$ cat src/rtl/alu_pkg.sv
// Shared types for the ALU output stage: opcodes, status bit positions and the stored FIFO entry.
// Optional parity storage is enabled by defining ALU_OUT_PARITY_EN.
package alu_pkg;

  localparam int unsigned RESULT_W = 4;
  localparam int unsigned STATUS_W = 4;

  typedef enum logic [1:0] {
    OP_SUB    = 2'd0,
    OP_CMP    = 2'd1,
    OP_SETBIT = 2'd2,
    OP_ZM2U2  = 2'd3
  } op_e;

  localparam int unsigned ST_ZERO    = 0;
  localparam int unsigned ST_NEG     = 1;
  localparam int unsigned ST_EVEN    = 2;
  localparam int unsigned ST_ALLONES = 3;

  typedef struct packed {
`ifdef ALU_OUT_PARITY_EN
    logic                parity;
`endif
    op_e                 op;
    logic [STATUS_W-1:0] status;
    logic [RESULT_W-1:0] result;
  } entry_t;

  // Parity bit that makes the total number of ones (data + bit) even.
  function automatic logic even_parity(input logic [RESULT_W-1:0] d);
    return ^d;
  endfunction

endpackage

$ cat src/rtl/alu_out_mem.sv
// Entry storage for the ALU output FIFO: one synchronous write port, one asynchronous read port.
// Contents are not reset; validity is tracked by the owning buffer.
module alu_out_mem
  import alu_pkg::*;
#(
  parameter int unsigned DEPTH = 4
) (
  input  logic                     i_clk,
  input  logic                     i_wr_en,
  input  logic [$clog2(DEPTH)-1:0] i_wr_addr,
  input  entry_t                   i_wr_data,
  input  logic [$clog2(DEPTH)-1:0] i_rd_addr,
  output entry_t                   o_rd_data
);

  entry_t r_mem [DEPTH];

  always_ff @(posedge i_clk) begin
    if (i_wr_en) begin
      r_mem[i_wr_addr] <= i_wr_data;
    end
  end

  assign o_rd_data = r_mem[i_rd_addr];

endmodule

$ cat src/rtl/alu_out_buffer.sv
// FWFT result/status FIFO behind the ALU, with sticky status and sticky drop flags.
// Define ALU_OUT_PARITY_EN to store per-entry result parity and expose o_parity/o_par_err.
module alu_out_buffer
  import alu_pkg::*;
#(
  parameter int unsigned m     = RESULT_W,
  parameter int unsigned DEPTH = 4,
  parameter int unsigned S     = STATUS_W
) (
  input  logic                     i_clk,
  input  logic                     i_rst,
  input  logic                     i_valid,
  output logic                     o_ready,
  input  logic [m-1:0]             i_result,
  input  logic [S-1:0]             i_status,
  input  logic [1:0]               i_op,
  output logic                     o_valid,
  input  logic                     i_ready,
  output logic [m-1:0]             o_result,
  output logic [S-1:0]             o_status,
  output logic [1:0]               o_op,
  output logic [$clog2(DEPTH):0]   o_count,
  output logic [S-1:0]             o_sticky,
  output logic                     o_drop,
`ifdef ALU_OUT_PARITY_EN
  output logic                     o_parity,
  output logic                     o_par_err,
`endif
  input  logic                     i_clr_sticky
);

  localparam int unsigned AW = $clog2(DEPTH);
  localparam int unsigned CW = AW + 1;

  logic [AW-1:0] r_wr_ptr;
  logic [AW-1:0] r_rd_ptr;
  logic [CW-1:0] r_count;
  logic [S-1:0]  r_sticky;
  logic          r_drop;

  logic   w_push;
  logic   w_pop;
  logic   w_drop;
  entry_t w_wr_data;
  entry_t w_head;

  assign o_ready = (r_count != CW'(DEPTH));
  assign o_valid = (r_count != '0);
  assign w_push  = i_valid && o_ready;
  assign w_pop   = o_valid && i_ready;
  assign w_drop  = i_valid && !o_ready;

  always_comb begin
    w_wr_data        = '0;
    w_wr_data.op     = op_e'(i_op);
    w_wr_data.status = i_status;
    w_wr_data.result = i_result;
`ifdef ALU_OUT_PARITY_EN
    w_wr_data.parity = even_parity(i_result);
`endif
  end

  alu_out_mem #(
    .DEPTH(DEPTH)
  ) u_mem (
    .i_clk    (i_clk),
    .i_wr_en  (w_push),
    .i_wr_addr(r_wr_ptr),
    .i_wr_data(w_wr_data),
    .i_rd_addr(r_rd_ptr),
    .o_rd_data(w_head)
  );

  // Pointers and occupancy; DEPTH is a power of two so pointers wrap naturally.
  always_ff @(posedge i_clk or posedge i_rst) begin
    if (i_rst) begin
      r_wr_ptr <= '0;
      r_rd_ptr <= '0;
      r_count  <= '0;
    end else begin
      if (w_push) r_wr_ptr <= r_wr_ptr + AW'(1);
      if (w_pop)  r_rd_ptr <= r_rd_ptr + AW'(1);
      if (w_push && !w_pop)      r_count <= r_count + CW'(1);
      else if (w_pop && !w_push) r_count <= r_count - CW'(1);
    end
  end

  // Clear applies before the OR of a same-cycle push; a same-cycle drop beats clear.
  always_ff @(posedge i_clk or posedge i_rst) begin
    if (i_rst) begin
      r_sticky <= '0;
      r_drop   <= 1'b0;
    end else begin
      if (w_push)            r_sticky <= (i_clr_sticky ? '0 : r_sticky) | i_status;
      else if (i_clr_sticky) r_sticky <= '0;
      if (w_drop)            r_drop <= 1'b1;
      else if (i_clr_sticky) r_drop <= 1'b0;
    end
  end

  assign o_result = o_valid ? w_head.result : '0;
  assign o_status = o_valid ? w_head.status : '0;
  assign o_op     = o_valid ? 2'(w_head.op) : 2'b00;
  assign o_count  = r_count;
  assign o_sticky = r_sticky;
  assign o_drop   = r_drop;

`ifdef ALU_OUT_PARITY_EN
  assign o_parity  = o_valid ? w_head.parity : 1'b0;
  assign o_par_err = o_valid && ((^o_result) != o_parity);
`endif

endmodule

$ cat config.mk
export PLATFORM = sky130hd
export DESIGN_NAME = alu_out_buffer
export DESIGN_NICKNAME = d
export VERILOG_FILES = /design/src/rtl/alu_pkg.sv /design/src/rtl/alu_out_mem.sv /design/src/rtl/alu_out_buffer.sv
export SDC_FILE = /design/constraint.sdc
export NUM_CORES = 1
export LEC_CHECK = 0
export CAP_MARGIN = 5
export CELL_PAD_IN_SITES_DETAIL_PLACEMENT = 2
export CELL_PAD_IN_SITES_GLOBAL_PLACEMENT = 2
export CORE_MARGIN = 1
export CORE_UTILIZATION = 38
export DETAILED_ROUTE_END_ITERATION = 12
export DONT_BUFFER_PORTS = 1
export HOLD_SLACK_MARGIN = 0.1
export PLACE_DENSITY = 0.64
export SYNTH_ARGS = -nofsm -noshare
export SYNTH_HDL_FRONTEND = slang
export SYNTH_SLANG_ARGS = --single-unit
$ cat constraint.sdc
create_clock -name i_clk -period 3.3 [get_ports i_clk]
set_input_delay 0.495 -clock i_clk [delete_from_list [all_inputs] [get_ports i_clk]]
set_output_delay 0.495 -clock i_clk [all_outputs]
set_load 0.03 [all_outputs]
After elaboration in Yosys (flattened, before gate mapping)
Memories as Yosys holds them, arrays and structs flattened.
Cells that the tools add are included.
{ "classes": {"mul": 0, "n_bitwise": 1, "n_div": 0, "shifts": 0, "magnitude_cmp": 0, "eq_ne": 1, "reduce_logical": 11, "mux": 11, "n_addsub": 4} }
{ "ops": {"columns": ["operator", "n"], "rows": [
  ["$mux W4", 4],
  ["$mux W3", 2],
  ["$logic_and A1 B1 Y1", 5],
  ["$add A2 B1 Y2 const B", 2],
  ["$mux W1", 4],
  ["$or A4 B4 Y4", 1],
  ["$reduce_bool A2 Y1", 2],
  ["$add A3 B1 Y3 const B", 1],
  ["$logic_not A1 Y1", 3],
  ["$ne A3 B3 Y1 const B", 1],
  ["$reduce_bool A3 Y1", 1],
  ["$sub A3 B1 Y3 const B", 1],
  ["$mux W2", 1]
]} }
{ "word_totals": {"memories": 1, "latchBits": 0, "regBits": 12, "ram_bits": 40, "out_inout_bits": 20, "rom_bits": 0, "elab_cells": 34, "input_bits": 15} }
{ "memory_table": {"columns": ["memory", "depth", "word_bits", "read_ports", "rd_clocked_by_memory_dff", "write_ports", "line_no", "text"], "rows": [
  ["u_mem.r_mem", 4, 10, 1, 0, 1, "alu_out_mem.sv:16", "entry_t r_mem [DEPTH];"]
]} }

Longest topological paths before layout
{ "logic_depth": {"depth_word": 6, "depth_mapped": 9} }

Cells and area by module
Synthesis repeated with hierarchy kept, for this count alone.
{ "unflattened": {"hier_cells": 106, "area_unflattened_um2": 2060.7} }
{ "modules_own_cells": {"columns": ["mod", "area_per_inst_um2", "cells_each", "instances", "seq_area_each_um2"], "rows": [
  ["alu_out_mem", 1473.9, 56, 1, 1201.2],
  ["alu_out_buffer", 586.8, 50, 1, 300.3]
]} }

Least setup slack after synthesis
OpenSTA, ideal clock, no wires.
{ "synth_timing": {"path_kind": "flip-flop to flip-flop", "start": "register r_count[0], in the netlist o_count[0]", "end": "register r_count[2], in the netlist o_count[2]", "arrival_ps": 2068, "setup_time_ps": 80, "synth_period_minus_slack_ps": 2149, "path_slack_ps": 1151, "stages_incl_launch_ff": 9, "path_cell_list": "dfrtp_1 > or3_1 > nand2_1 > ha_1 > inv_1 > fa_1 > xor2_1 > nor2_1 > xor2_1"} }
{ "synth_via": {"elab_chain_cells": 5} }
{ "synth_rtl": {"columns": ["item", "line_no", "text"], "rows": [
  ["start, declared", "alu_out_buffer.sv:37", "logic [CW-1:0] r_count;"],
  ["start signal, assigned", "alu_out_buffer.sv:83", "if (w_push && !w_pop) r_count <= r_count + CW'(1);"],
  ["start signal, assigned", "alu_out_buffer.sv:84", "else if (w_pop && !w_push) r_count <= r_count - CW'(1);"],
  ["branches (longest 5 deep; another with $sub A3 B1 Y3)", null, null]
]} }
Several ways; the timed one is not identified. The select of a mux whose other input is x is not followed.
A chain may end at the register's enable or synchronous reset.

Worst setup path in the final report
{ "layout_timing": {"start": "register r_rd_ptr[0]", "end": "output port o_op[0]"} }
{ "layout_via": {"elab_chain_cells": 2} }
{ "layout_rtl": {"columns": ["item", "line_no", "text"], "rows": [
  ["start, declared", "alu_out_buffer.sv:36", "logic [AW-1:0] r_rd_ptr;"],
  ["start signal, assigned", "alu_out_buffer.sv:82", "if (w_pop) r_rd_ptr <= r_rd_ptr + AW'(1);"],
  ["$mem_v2 Z4 W10", null, null],
  ["$mux W2", "alu_out_buffer.sv:103", "assign o_op = o_valid ? 2'(w_head.op) : 2'b00;"],
  ["end, declared", "alu_out_buffer.sv:21", "output logic [1:0] o_op,"]
]} }
Every way passes these cells.

==> impl_results.md <==
- Post-synthesis compound-gate area fraction: 0.02077
- Total power: ~0.0023 W
- Worst R2R Start: o_count[0]
- Mapped Cells: 111
- DR WL/cell: 20.29 um
- Grt ovf: 0
- Final wirelength: 3814 um
- Largest net degree at the start of global routing: 17
- Vias per std cell: a little over 5
- Routability-driven placement congestion ratio: ~0.63
- Worst reg2reg path depth: 9
- Layout cells sized above 1: 0.1695
- Detailed Route Iter0 Violations: 26
- # IOs: 35
- Ant. Diodes: 0
- Starting Density: 0.4025
- DRC: 0
- Netlist cell types: 21
- Worst R2R End: o_count[2]
- Outcome: complete, no violations
- Filler cell count: 489
- Die Width: around 76 um
- Worst relative slew slack: 0.5062
- Layout Nets: about 140
- Clock latency on the worst-skew pair: around 0.3 ns
- Post-synthesis xor/xnor area fraction: 0.02493
- Simple logic cell fraction of the synthesized area: 0.05935
- R2R Setup Slk: around 0.80 ns
- Die footprint: 5850 um^2
- Syn Area/Cell: between 15 and 20 um^2
- Final number of hold-violating endpoints: 0
- Overall Global Routing Usage: 0.1484
- Final setup fails: 0
- Clk sinks: between 50 and 60
- Number of antenna violations at the first check in global routing: 0
- Post-Synthesis Net Count: roughly 130
- Mapped Area: around 2100 um^2
- Critical path type: reg2out
- CTS buffer count: 5
- Crit path max fanout: 12
- Drt pass-1 iters: 4
- Ys Warns: 0
- Core Area: 5238 um^2
- First-pass GRT wire length: ~6200 um
- Longest Clk Path Bufs: 2
- Min-delay worst type: in2reg
- Synth-to-layout area growth: 10.44%
- P_leak: 0.8289 nW
- DP Wirelength: between 2000 and 3000 um
- Clock Skews: between 0.005 and 0.006 ns
- Clk root buf: clkbuf_8
- Arrival @ worst endpoint: 2.06 ns
- Pins Over Slew Limit: 0
- Worst-path clk slew: around 0.090 ns
- Period utilization: 0.7752
- RSZ-0062 raised after global routing: false
- #FFs+latches synth: 52
- Power Dens Cells: ~1000 nW/um^2
- Layout Utilization: 0.4446
- Type of origin of the critical path: flop
- Antenna viol nets, final: 0
- Hold Crit Start: i_result[2]
- CP required: 2.80 ns
- # H-tree levels: 2
- Least-Margin Pin Slew: 0.7407 ns
- Max-cap check violation count: 0
- Fmax: between 300 and 400 MHz
- Input/output buffers: 0
- Vias in the first global route: around 1100
- Post-route minimum period: approximately 2.6 ns
- Setup TNS: 0 ns
- Die Y: 76.49 um
- Crit path launch: r_rd_ptr[0]
- Sequential area share after synthesis: 0.7122
- Critical path capture point: o_op[0]
- CTS tree: yes
- Largest family of logic cells by synthesized area: multiplexers
- Total number of vias: roughly 970
- Mux contribution to synthesized area: 0.1211
- Row cnt: 26
- CP endpoint kind: output port
- Worst IR Drop VDD: approximately 0.44 mV
- Adder-Cell Fraction of Synth Area: 0.03917
power by group:
part / internal [W] / total [W] / switching (W)
logic: 0.000289 / 0.000735 / 0.000445
clock network: 0.000303 / 0.000505 / 0.000202
registers: 0.000876 / 0.00109 / 0.000216
total: 0.00147 / 0.00233 / 0.000863
cell type report:
| type | instances | area, um^2 | area share |
|---|---|---|---|
| timing repair buffer | 3 | 25.02 | 0.01075 |
| inverter | 6 | 22.52 | 0.009672 |
| multi-input combinational | 49 | 559.3 | 0.2402 |
| sequential | 52 | 1501 | 0.6448 |
| clock buffer | 6 | 72.57 | 0.03117 |
| clock inverter | 2 | 60.06 | 0.02579 |
| tap | 70 | 87.58 | 0.03761 |
registers in the layout, summed over array words and instances, names as in the netlist:
register	flops
u_mem.r_mem	40
o_sticky	4
o_count	3
r_rd_ptr	2
r_wr_ptr	2
o_drop	1
worst max-delay path, cell delays in order (launching register included):
cell     delay [ns]
dfrtp_1        0.83
mux4_1         0.65
and2_1         0.28
cells in the final DEF (no fill, tap or decap):
cell type / synthesis / final
ha_1: 5 / 5
nand2_1: 1 / 1
a22o_1: 5 / 5
xnor2_1: 4 / 4
mux4_1: 2 / 2
mux2_2: 2 / 2
xor2_1: 2 / 2
nor2_1: 1 / 1
dfrtp_1: 12 / 12
nor2b_1: 1 / 1
mux4_2: 8 / 8
clkbuf_8: 0 / 5
buf_4: 0 / 2
clkbuf_1: 1 / 1
dlygate4sd3_1: 0 / 1
nor3b_2: 1 / 1
bufinv_16: 0 / 2
inv_1: 6 / 6
edfxtp_1: 40 / 40
and2_1: 14 / 14
or3_1: 1 / 1
fa_1: 1 / 1
nand3_1: 1 / 1
synthesized netlist by cell type:
master,n,area (um^2)
a22o_1,5,43.79
and2_1,14,87.58
buf_2,2,10.01
buf_6,1,11.26
clkbuf_1,1,3.750
dfrtp_1,12,300.3
edfxtp_1,40,1201
fa_1,1,20.02
ha_1,5,62.56
inv_1,6,22.52
mux2_2,2,22.52
mux4_1,2,52.55
mux4_2,8,180.2
nand2_1,1,3.750
nand3_1,1,5.000
nor2_1,1,3.750
nor2b_1,1,6.260
nor3b_2,1,12.51
or3_1,1,6.260
xnor2_1,4,35.03
xor2_1,2,17.52
layer usage:
metal / wire, um / vias up / GRT usage
met5: 0 / - / 0
met4: 66 / 0 / 0.06346
met3: 171 / 6 / 0.04910
met2: 2026 / 23 / 0.2514
met1: 1550 / 515 / 0.1718
li1: - / 428 / -
per-stage QoR:
stage / std cells / setup slack, ns / hold slack [ns] / cell area, um^2
after floorplan: 111 / 1.151 / 0.3597 / 2108
after global placement: 179 / 0.9204 / 0.4191 / 2186
after detailed placement: 179 / 0.7985 / 0.4334 / 2186
after CTS: 187 / 0.6727 / 0.1013 / 2318
after global routing: 188 / 0.5868 / 0.2581 / 2328
final: 188 / 0.7418 / 0.2790 / 2328
cells by family (layout without fill, tap and decap cells):
group                    Yosys count  after routing
AND/OR/NAND/NOR                   20             20
XOR/XNOR                           6              6
multiplexers                      12             12
buffers and inverters             10             17
AO/OA/AOI/OAI                      5              5
adder cells (fa/ha/maj)            6              6
flip-flops                        52             52
how the worst min path moves through the flow:
stage | to | slack [ns] | depth (start not counted)
global placement | o_drop | 0.42 | 1
global route | u_mem.r_mem[0][2] | 0.26 | 0
finish | u_mem.r_mem[0][2] | 0.28 | 0
detailed placement | o_drop | 0.43 | 1
CTS | o_sticky[2] | 0.10 | 1
floorplan | o_count[0] | 0.36 | 1
repair_timing:
item                      in CTS  in global routing
setup buffers                  0                  0
resized for setup              0                  0
hold buffers                   0                  1
hold endpoints to repair       0                  2
No activity file was read; power rests on OpenSTA's default activity.
